## config.mk

```make
export PLATFORM = sky130hd
export DESIGN_NAME = lcd_print_sequencer_flat
export DESIGN_NICKNAME = d
export VERILOG_FILES = /design/src/rtl/lcd_print_sequencer_if.sv /design/src/rtl/lcd_print_sequencer.sv /design/src/flat_wrapper.sv
export SDC_FILE = /design/constraint.sdc
export NUM_CORES = 1
export LEC_CHECK = 0
export CAP_MARGIN = 20
export CORE_MARGIN = 5
export CORE_UTILIZATION = 55
export DETAILED_ROUTE_END_ITERATION = 10
export PLACE_DENSITY_LB_ADDON = 0.05
export SLEW_MARGIN = 20
export SYNTH_ARGS = -nofsm -noshare
export SYNTH_HDL_FRONTEND = slang
export SYNTH_SLANG_ARGS = --single-unit
```

## constraint.sdc

```tcl
create_clock -name clk -period 3.2 [get_ports clk]
set_input_delay 0.64 -clock clk [delete_from_list [all_inputs] [get_ports clk]]
set_output_delay 0.64 -clock clk [all_outputs]
set_load 0.03 [all_outputs]
```

## src/rtl/lcd_print_sequencer_if.sv

```systemverilog
// lcd_print_sequencer_if: byte handshake between the print sequencer and the LCD driver.
interface lcd_print_sequencer_if;
  logic       char_valid;
  logic [7:0] char_data;
  logic       char_is_cmd;
  logic       char_ready;
  modport master (output char_valid, char_data, char_is_cmd, input char_ready);
  modport slave  (input char_valid, char_data, char_is_cmd, output char_ready);
endinterface

```

## src/rtl/lcd_print_sequencer.sv

```systemverilog
// lcd_print_sequencer: HD44780 init, then clears the panel and streams two lines
// of pattern characters to the LCD driver on each new display request.
module lcd_print_sequencer #(
  parameter int PWRUP_CYCLES = 750000,
  parameter int CLEAR_CYCLES = 82000,
  parameter int COLS         = 16,
  localparam int IW          = $clog2(2 * COLS)
) (
  input  logic                  clk,
  input  logic                  rstb,
  input  logic [2:0]            msg_sel,
  input  logic                  msg_req,
  output logic [2:0]            pat_msg,
  output logic [IW-1:0]         pat_idx,
  input  logic [7:0]            pat_char,
  lcd_print_sequencer_if.master lcd,
  output logic                  busy,
  output logic                  done
);
  localparam int CNT_MAX = (PWRUP_CYCLES > CLEAR_CYCLES ? PWRUP_CYCLES : CLEAR_CYCLES) - 1;
  localparam int CW      = CNT_MAX > 0 ? $clog2(CNT_MAX + 1) : 1;
  typedef enum logic [3:0] {PWRUP, INIT, IDLE, CLEAR, CLRWAIT, ADDR1, FETCH, SEND, ADDR2, FIN} state_t;
  state_t        state_q, state_d;
  logic [CW-1:0] cnt_q, cnt_d;
  logic [1:0]    init_q, init_d;
  logic          from_init_q, from_init_d;
  logic [2:0]    msg_q, msg_d, shown_q, shown_d, pend_sel_q, pend_sel_d;
  logic          pend_q, pend_d;
  logic [IW-1:0] idx_q, idx_d;
  logic [7:0]    char_q, char_d;
  logic          busy_q;
  logic          xfer, cnt_pw, cnt_clr, go;
  logic [2:0]    eff_sel;
  logic [7:0]    init_cmd;
  assign xfer     = lcd.char_valid & lcd.char_ready;
  assign cnt_pw   = cnt_q == CW'(PWRUP_CYCLES - 1);
  assign cnt_clr  = cnt_q == CW'(CLEAR_CYCLES - 1);
  // a request arriving in the decision cycle itself outranks the stored one
  assign eff_sel  = msg_req ? msg_sel : pend_sel_q;
  assign go       = (msg_req | pend_q) & (eff_sel != (state_q == FIN ? msg_q : shown_q));
  assign init_cmd = init_q == 2'd0 ? 8'h38 : init_q == 2'd1 ? 8'h0C : init_q == 2'd2 ? 8'h06 : 8'h01;
  assign lcd.char_valid  = state_q inside {INIT, CLEAR, ADDR1, SEND, ADDR2};
  assign lcd.char_is_cmd = state_q inside {INIT, CLEAR, ADDR1, ADDR2};
  assign lcd.char_data   = state_q == INIT  ? init_cmd :
                           state_q == CLEAR ? 8'h01 :
                           state_q == ADDR1 ? 8'h80 :
                           state_q == ADDR2 ? 8'hC0 :
                           state_q == SEND  ? char_q : 8'h00;
  assign pat_msg = msg_q;
  assign pat_idx = idx_q;
  assign busy    = busy_q;
  assign done    = state_q == FIN;
  always_comb begin
    state_d     = state_q;
    init_d      = init_q;
    from_init_d = from_init_q;
    msg_d       = msg_q;
    shown_d     = shown_q;
    idx_d       = idx_q;
    char_d      = char_q;
    pend_d      = pend_q | (msg_req & state_q != IDLE);
    pend_sel_d  = (msg_req & state_q != IDLE) ? msg_sel : pend_sel_q;
    unique case (state_q)
      PWRUP: if (cnt_pw) begin
        state_d = INIT;
        init_d  = 2'd0;
      end
      INIT: if (xfer) begin
        init_d = init_q + 2'd1;
        if (init_q == 2'd3) begin
          state_d     = CLRWAIT;
          from_init_d = 1'b1;
        end
      end
      IDLE: if (go) begin
        msg_d   = eff_sel;
        state_d = CLEAR;
      end
      CLEAR: if (xfer) begin
        state_d     = CLRWAIT;
        from_init_d = 1'b0;
      end
      CLRWAIT: if (cnt_clr) begin
        state_d = from_init_q ? (go ? CLEAR : IDLE) : ADDR1;
        pend_d  = from_init_q ? 1'b0 : pend_d;
        msg_d   = (from_init_q & go) ? eff_sel : msg_q;
      end
      ADDR1: if (xfer) begin
        idx_d   = '0;
        state_d = FETCH;
      end
      FETCH: begin
        char_d  = pat_char;
        state_d = SEND;
      end
      SEND: if (xfer) begin
        state_d = idx_q == IW'(COLS - 1) ? ADDR2 : idx_q == IW'(2 * COLS - 1) ? FIN : FETCH;
        idx_d   = (idx_q == IW'(COLS - 1) || idx_q == IW'(2 * COLS - 1)) ? idx_q : idx_q + IW'(1);
      end
      ADDR2: if (xfer) begin
        idx_d   = IW'(COLS);
        state_d = FETCH;
      end
      FIN: begin
        shown_d = msg_q;
        pend_d  = 1'b0;
        state_d = go ? CLEAR : IDLE;
        msg_d   = go ? eff_sel : msg_q;
      end
      default: state_d = PWRUP;
    endcase
  end
  assign cnt_d = state_d != state_q ? '0 : cnt_q == CW'(CNT_MAX) ? cnt_q : cnt_q + CW'(1);
  always_ff @(posedge clk or negedge rstb) begin
    if (!rstb) begin
      state_q     <= PWRUP;
      cnt_q       <= '0;
      init_q      <= '0;
      from_init_q <= 1'b0;
      msg_q       <= '0;
      shown_q     <= 3'd7;
      pend_q      <= 1'b0;
      pend_sel_q  <= '0;
      idx_q       <= '0;
      char_q      <= '0;
      busy_q      <= 1'b0;
    end else begin
      state_q     <= state_d;
      cnt_q       <= cnt_d;
      init_q      <= init_d;
      from_init_q <= from_init_d;
      msg_q       <= msg_d;
      shown_q     <= shown_d;
      pend_q      <= pend_d;
      pend_sel_q  <= pend_sel_d;
      idx_q       <= idx_d;
      char_q      <= char_d;
      busy_q      <= state_d != IDLE;
    end
  end
endmodule

```

## src/flat_wrapper.sv

```systemverilog
// flat-port wrapper written by rule: the top's interface ports become plain ports
module lcd_print_sequencer_flat 
#(
  parameter int PWRUP_CYCLES = 750000,
  parameter int CLEAR_CYCLES = 82000,
  parameter int COLS         = 16,
  localparam int IW          = $clog2(2 * COLS)
)
  (clk, rstb, msg_sel, msg_req, pat_msg, pat_idx, pat_char, busy, done, lcd_char_valid, lcd_char_data, lcd_char_is_cmd, lcd_char_ready);
  lcd_print_sequencer_if lcd_i ();
  input  logic clk;
  input  logic rstb;
  input  logic [2:0] msg_sel;
  input  logic msg_req;
  output logic [2:0] pat_msg;
  output logic [IW-1:0] pat_idx;
  input  logic [7:0] pat_char;
  output logic busy;
  output logic done;
  output wire logic [$bits(lcd_i.char_valid)-1:0] lcd_char_valid;
  output wire logic [$bits(lcd_i.char_data)-1:0] lcd_char_data;
  output wire logic [$bits(lcd_i.char_is_cmd)-1:0] lcd_char_is_cmd;
  input wire logic [$bits(lcd_i.char_ready)-1:0] lcd_char_ready;
  assign lcd_char_valid = lcd_i.char_valid;
  assign lcd_char_data = lcd_i.char_data;
  assign lcd_char_is_cmd = lcd_i.char_is_cmd;
  assign lcd_i.char_ready = lcd_char_ready;
  lcd_print_sequencer #(.PWRUP_CYCLES(PWRUP_CYCLES), .CLEAR_CYCLES(CLEAR_CYCLES), .COLS(COLS)) u_core (.clk(clk), .rstb(rstb), .msg_sel(msg_sel), .msg_req(msg_req), .pat_msg(pat_msg), .pat_idx(pat_idx), .pat_char(pat_char), .lcd(lcd_i), .busy(busy), .done(done));
endmodule
```

==> results.md <==
* Status: finished, final reports clean
* Clk sinks at 51
* Commonest non-fill, non-tap cells in the layout: dfrtp_1 (48), clkdlybuf4s50_1 (33), nand2_1 (30)
* Max Clk Rate at 333 MHz
* Maximum net fanout on the critical path at 10
* HP Class: in2async
* Inserted Clock Buffers at 5
* Root Driver: clkbuf_8
* Worst Skew at 0.0134 ns
* Synthesis Warnings at 0
* Vias in the first global route at 2,508
* Die X at 85.6 µm
* Die area at 7320 µm²
* Initial Util at 56.7%
* Area Overhead vs Synth at 16.9%
* Clock-pin slew on the worst setup and hold paths at 0.09 ns
* H-tree Lvls at 2
* Cell breakdown of the critical path: or3b_2 > a21oi_1 > a21o_1 > clkdlybuf4s50_1
* DR pass1 iterations at 4
* Unrepaired setup endpoints after global routing: false
* Vias at 2,586
* Minimum clock period at 3.00 ns
* CTS tree: done
* Asr flop ratio synth at 100%
* Total nets after synthesis at 352
* CP max stage delay at 0.67 ns
* Setup TNS Final at 0 ns
* Final setup fails at 0
* Overall Global Routing Usage at 20.0%
* DRT antenna net count at 0
* Tcrit/Tclk final at 93.8%
* Avg WL per Cell at 15.4 µm
* Die Ht at 85.6 µm
* Commonest non-fill, non-tap cell in the layout: dfrtp_1
* Post-DP HPWL at 5090 µm
* Syn avg cell area at 9.58 µm²
* Slew @ Worst Pin at 0.708 ns
* Via density at 5.89
* Core ar. at 5540 µm²
* Cell Rows at 27
* CTS Buffer Depth at 2
* Worst VDD drop at 0.584 mV
* Max-slew violation count at 0
* Starting DRC count in detailed routing at 138
* EDFF count, synth at 0
* Final Hold Vio Count at 0
* Worst setup SP type: flop
* Critical Path AT at 2.36 ns
* Final wirelength at 6780 µm
* Layout Nets at 390
* First-pass GRT wire length at 12,000 µm
* Crit path max-delay family: buffers and inverters
* DRC Markers at 0
* Initial antenna violation count at 0
* Worst Setup End Kind: primary output
* Proportion of layout cells with a drive suffix above 1 at 14.7%
* # IOs at 35
* Post-synth top flop: dfrtp_1
* Kind of critical path: reg2out
* Leakage at 1.56 nW
* Pwr dens at 741 nW/µm²
* Register area share after synthesis at 40.7%
* Mapped cell area at 3140 µm²
* Tot Pwr at 2.72 mW
* MaxCap Viol Count at 0
* Slowest cell on the critical path: clkdlybuf4s50_1
* Relative slew slack at 52.5%
* Ant diodes at 0
* Setup repair bufs after CTS at 0
* Worst EP required at 2.56 ns
* Total gr overflow at 0
* Routability Congestion at 0.793
* Port-buffer cells at 34
* Worst-Skew Late Latency at 0.31 ns
* #FFs+latches synth at 51
* Largest net degree at the start of global routing at 34
* Yosys cell types at 56
* CP bufs+invs at 1
* Syn Inst Count at 328
-- kinds of logic (layout without fill, tap and decap cells) --
kind of cell	Yosys count	after routing	synth area share, %
compound gates	77	77	17.5
flops	51	51	40.7
buf+inv	33	72	5.26
mux	21	21	7.17
fa+ha+maj	9	9	3.58
simple gates	116	116	19.9
xor+xnor	21	21	5.85
-- report_power, final --
part           internal (mW)  leakage [nW]  switching, mW
Sequential             0.793         0.651          0.127
Clock                  0.155        0.0452          0.215
Combinational          0.579         0.863          0.853
-- stage by stage --
step	util, %	area (µm²)	instances	hold WS, ns	setup WS [ns]
2_1_floorplan	-	3140	328	0.344	0.114
3_3_place_gp	64.7	3580	431	0.488	0.173
3_5_place_dp	64.7	3580	431	0.492	0.0950
4_1_cts	66.2	3670	439	0.268	0.170
5_1_grt	66.3	3670	439	0.273	0.0656
6_report	66.3	3670	439	0.264	0.197
-- flip-flops by register name, summed over array words and instances (netlist names) --
| register | cells |
|---|---|
| u_core.busy | 1 |
| u_core.char_q | 8 |
| u_core.cnt_q | 20 |
| u_core.from_init_q | 1 |
| u_core.init_q | 2 |
| u_core.pat_idx | 5 |
| u_core.pat_msg | 3 |
| u_core.pend_q | 1 |
| u_core.pend_sel_q | 3 |
| u_core.shown_q | 3 |
| u_core.state_q | 4 |
-- cells in the mapped netlist (3+ instances only) --
cell type / n / share of area [%]
clkbuf_1: 11 / 1.3
a21oi_1: 12 / 1.9
nor3_1: 3 / 0.48
nand4_1: 8 / 1.6
o211ai_1: 4 / 0.96
o21a_1: 3 / 0.72
or2_2: 4 / 0.80
and4_1: 4 / 1.1
mux2_2: 12 / 4.3
mux2i_1: 9 / 2.9
nand3b_1: 3 / 0.72
o21ai_0: 12 / 1.9
dfrtp_1: 48 / 38
nor2_1: 22 / 2.6
inv_1: 13 / 1.6
buf_2: 3 / 0.48
a22o_1: 5 / 1.4
a211oi_1: 16 / 3.8
or3b_2: 3 / 0.84
buf_6: 5 / 1.8
a41oi_1: 4 / 1.1
xor2_1: 12 / 3.3
nand2_1: 30 / 3.6
nand2b_1: 6 / 1.2
xnor2_1: 9 / 2.5
dfstp_2: 3 / 2.5
and3_1: 5 / 1.0
nand3_1: 12 / 1.9
ha_1: 9 / 3.6
-- path summary, 6_finish.rpt --
check	from	endpoint	slack (ns)	depth (start not counted)
worst max-delay path	u_core.state_q[3]	lcd_char_data[7]	0.20	4
worst min-delay path	rstb	u_core.pend_q	0.26	1
worst max register to register	u_core.pat_idx[0]	u_core.cnt_q[15]	0.40	9
worst min register to register	u_core.pend_sel_q[2]	u_core.pend_sel_q[2]	0.51	1
max in group asynchronous	rstb	u_core.shown_q[2]	2.15	2
min in group clk	u_core.pend_sel_q[2]	u_core.pend_sel_q[2]	0.51	1
-- timing repair --
item / in CTS / in global routing
resized for setup: 0 / 1
hold buffers: 0 / 0
endpoints found under the setup margin: 0 / 1
-- final cells by class --
class | instances | area, µm²
repair buffers | 51 | 463
clock buffers | 6 | 72.6
well taps | 72 | 90.1
multi-input cells | 244 | 1710
fillers | 501 | 1870
clock inverters | 2 | 13.8
flip-flops and latches | 51 | 1280
inverters | 13 | 48.8
-- layer usage --
layer,vias to the layer above,part of all wire (%),GRT usage (%)
met4,0,1.0,5.18
met3,8,4.6,3.65
li1,1275,-,-
met1,1252,47,28.7
met5,-,0,0
met2,51,47,31.4
(Power assumes the default switching activity.)
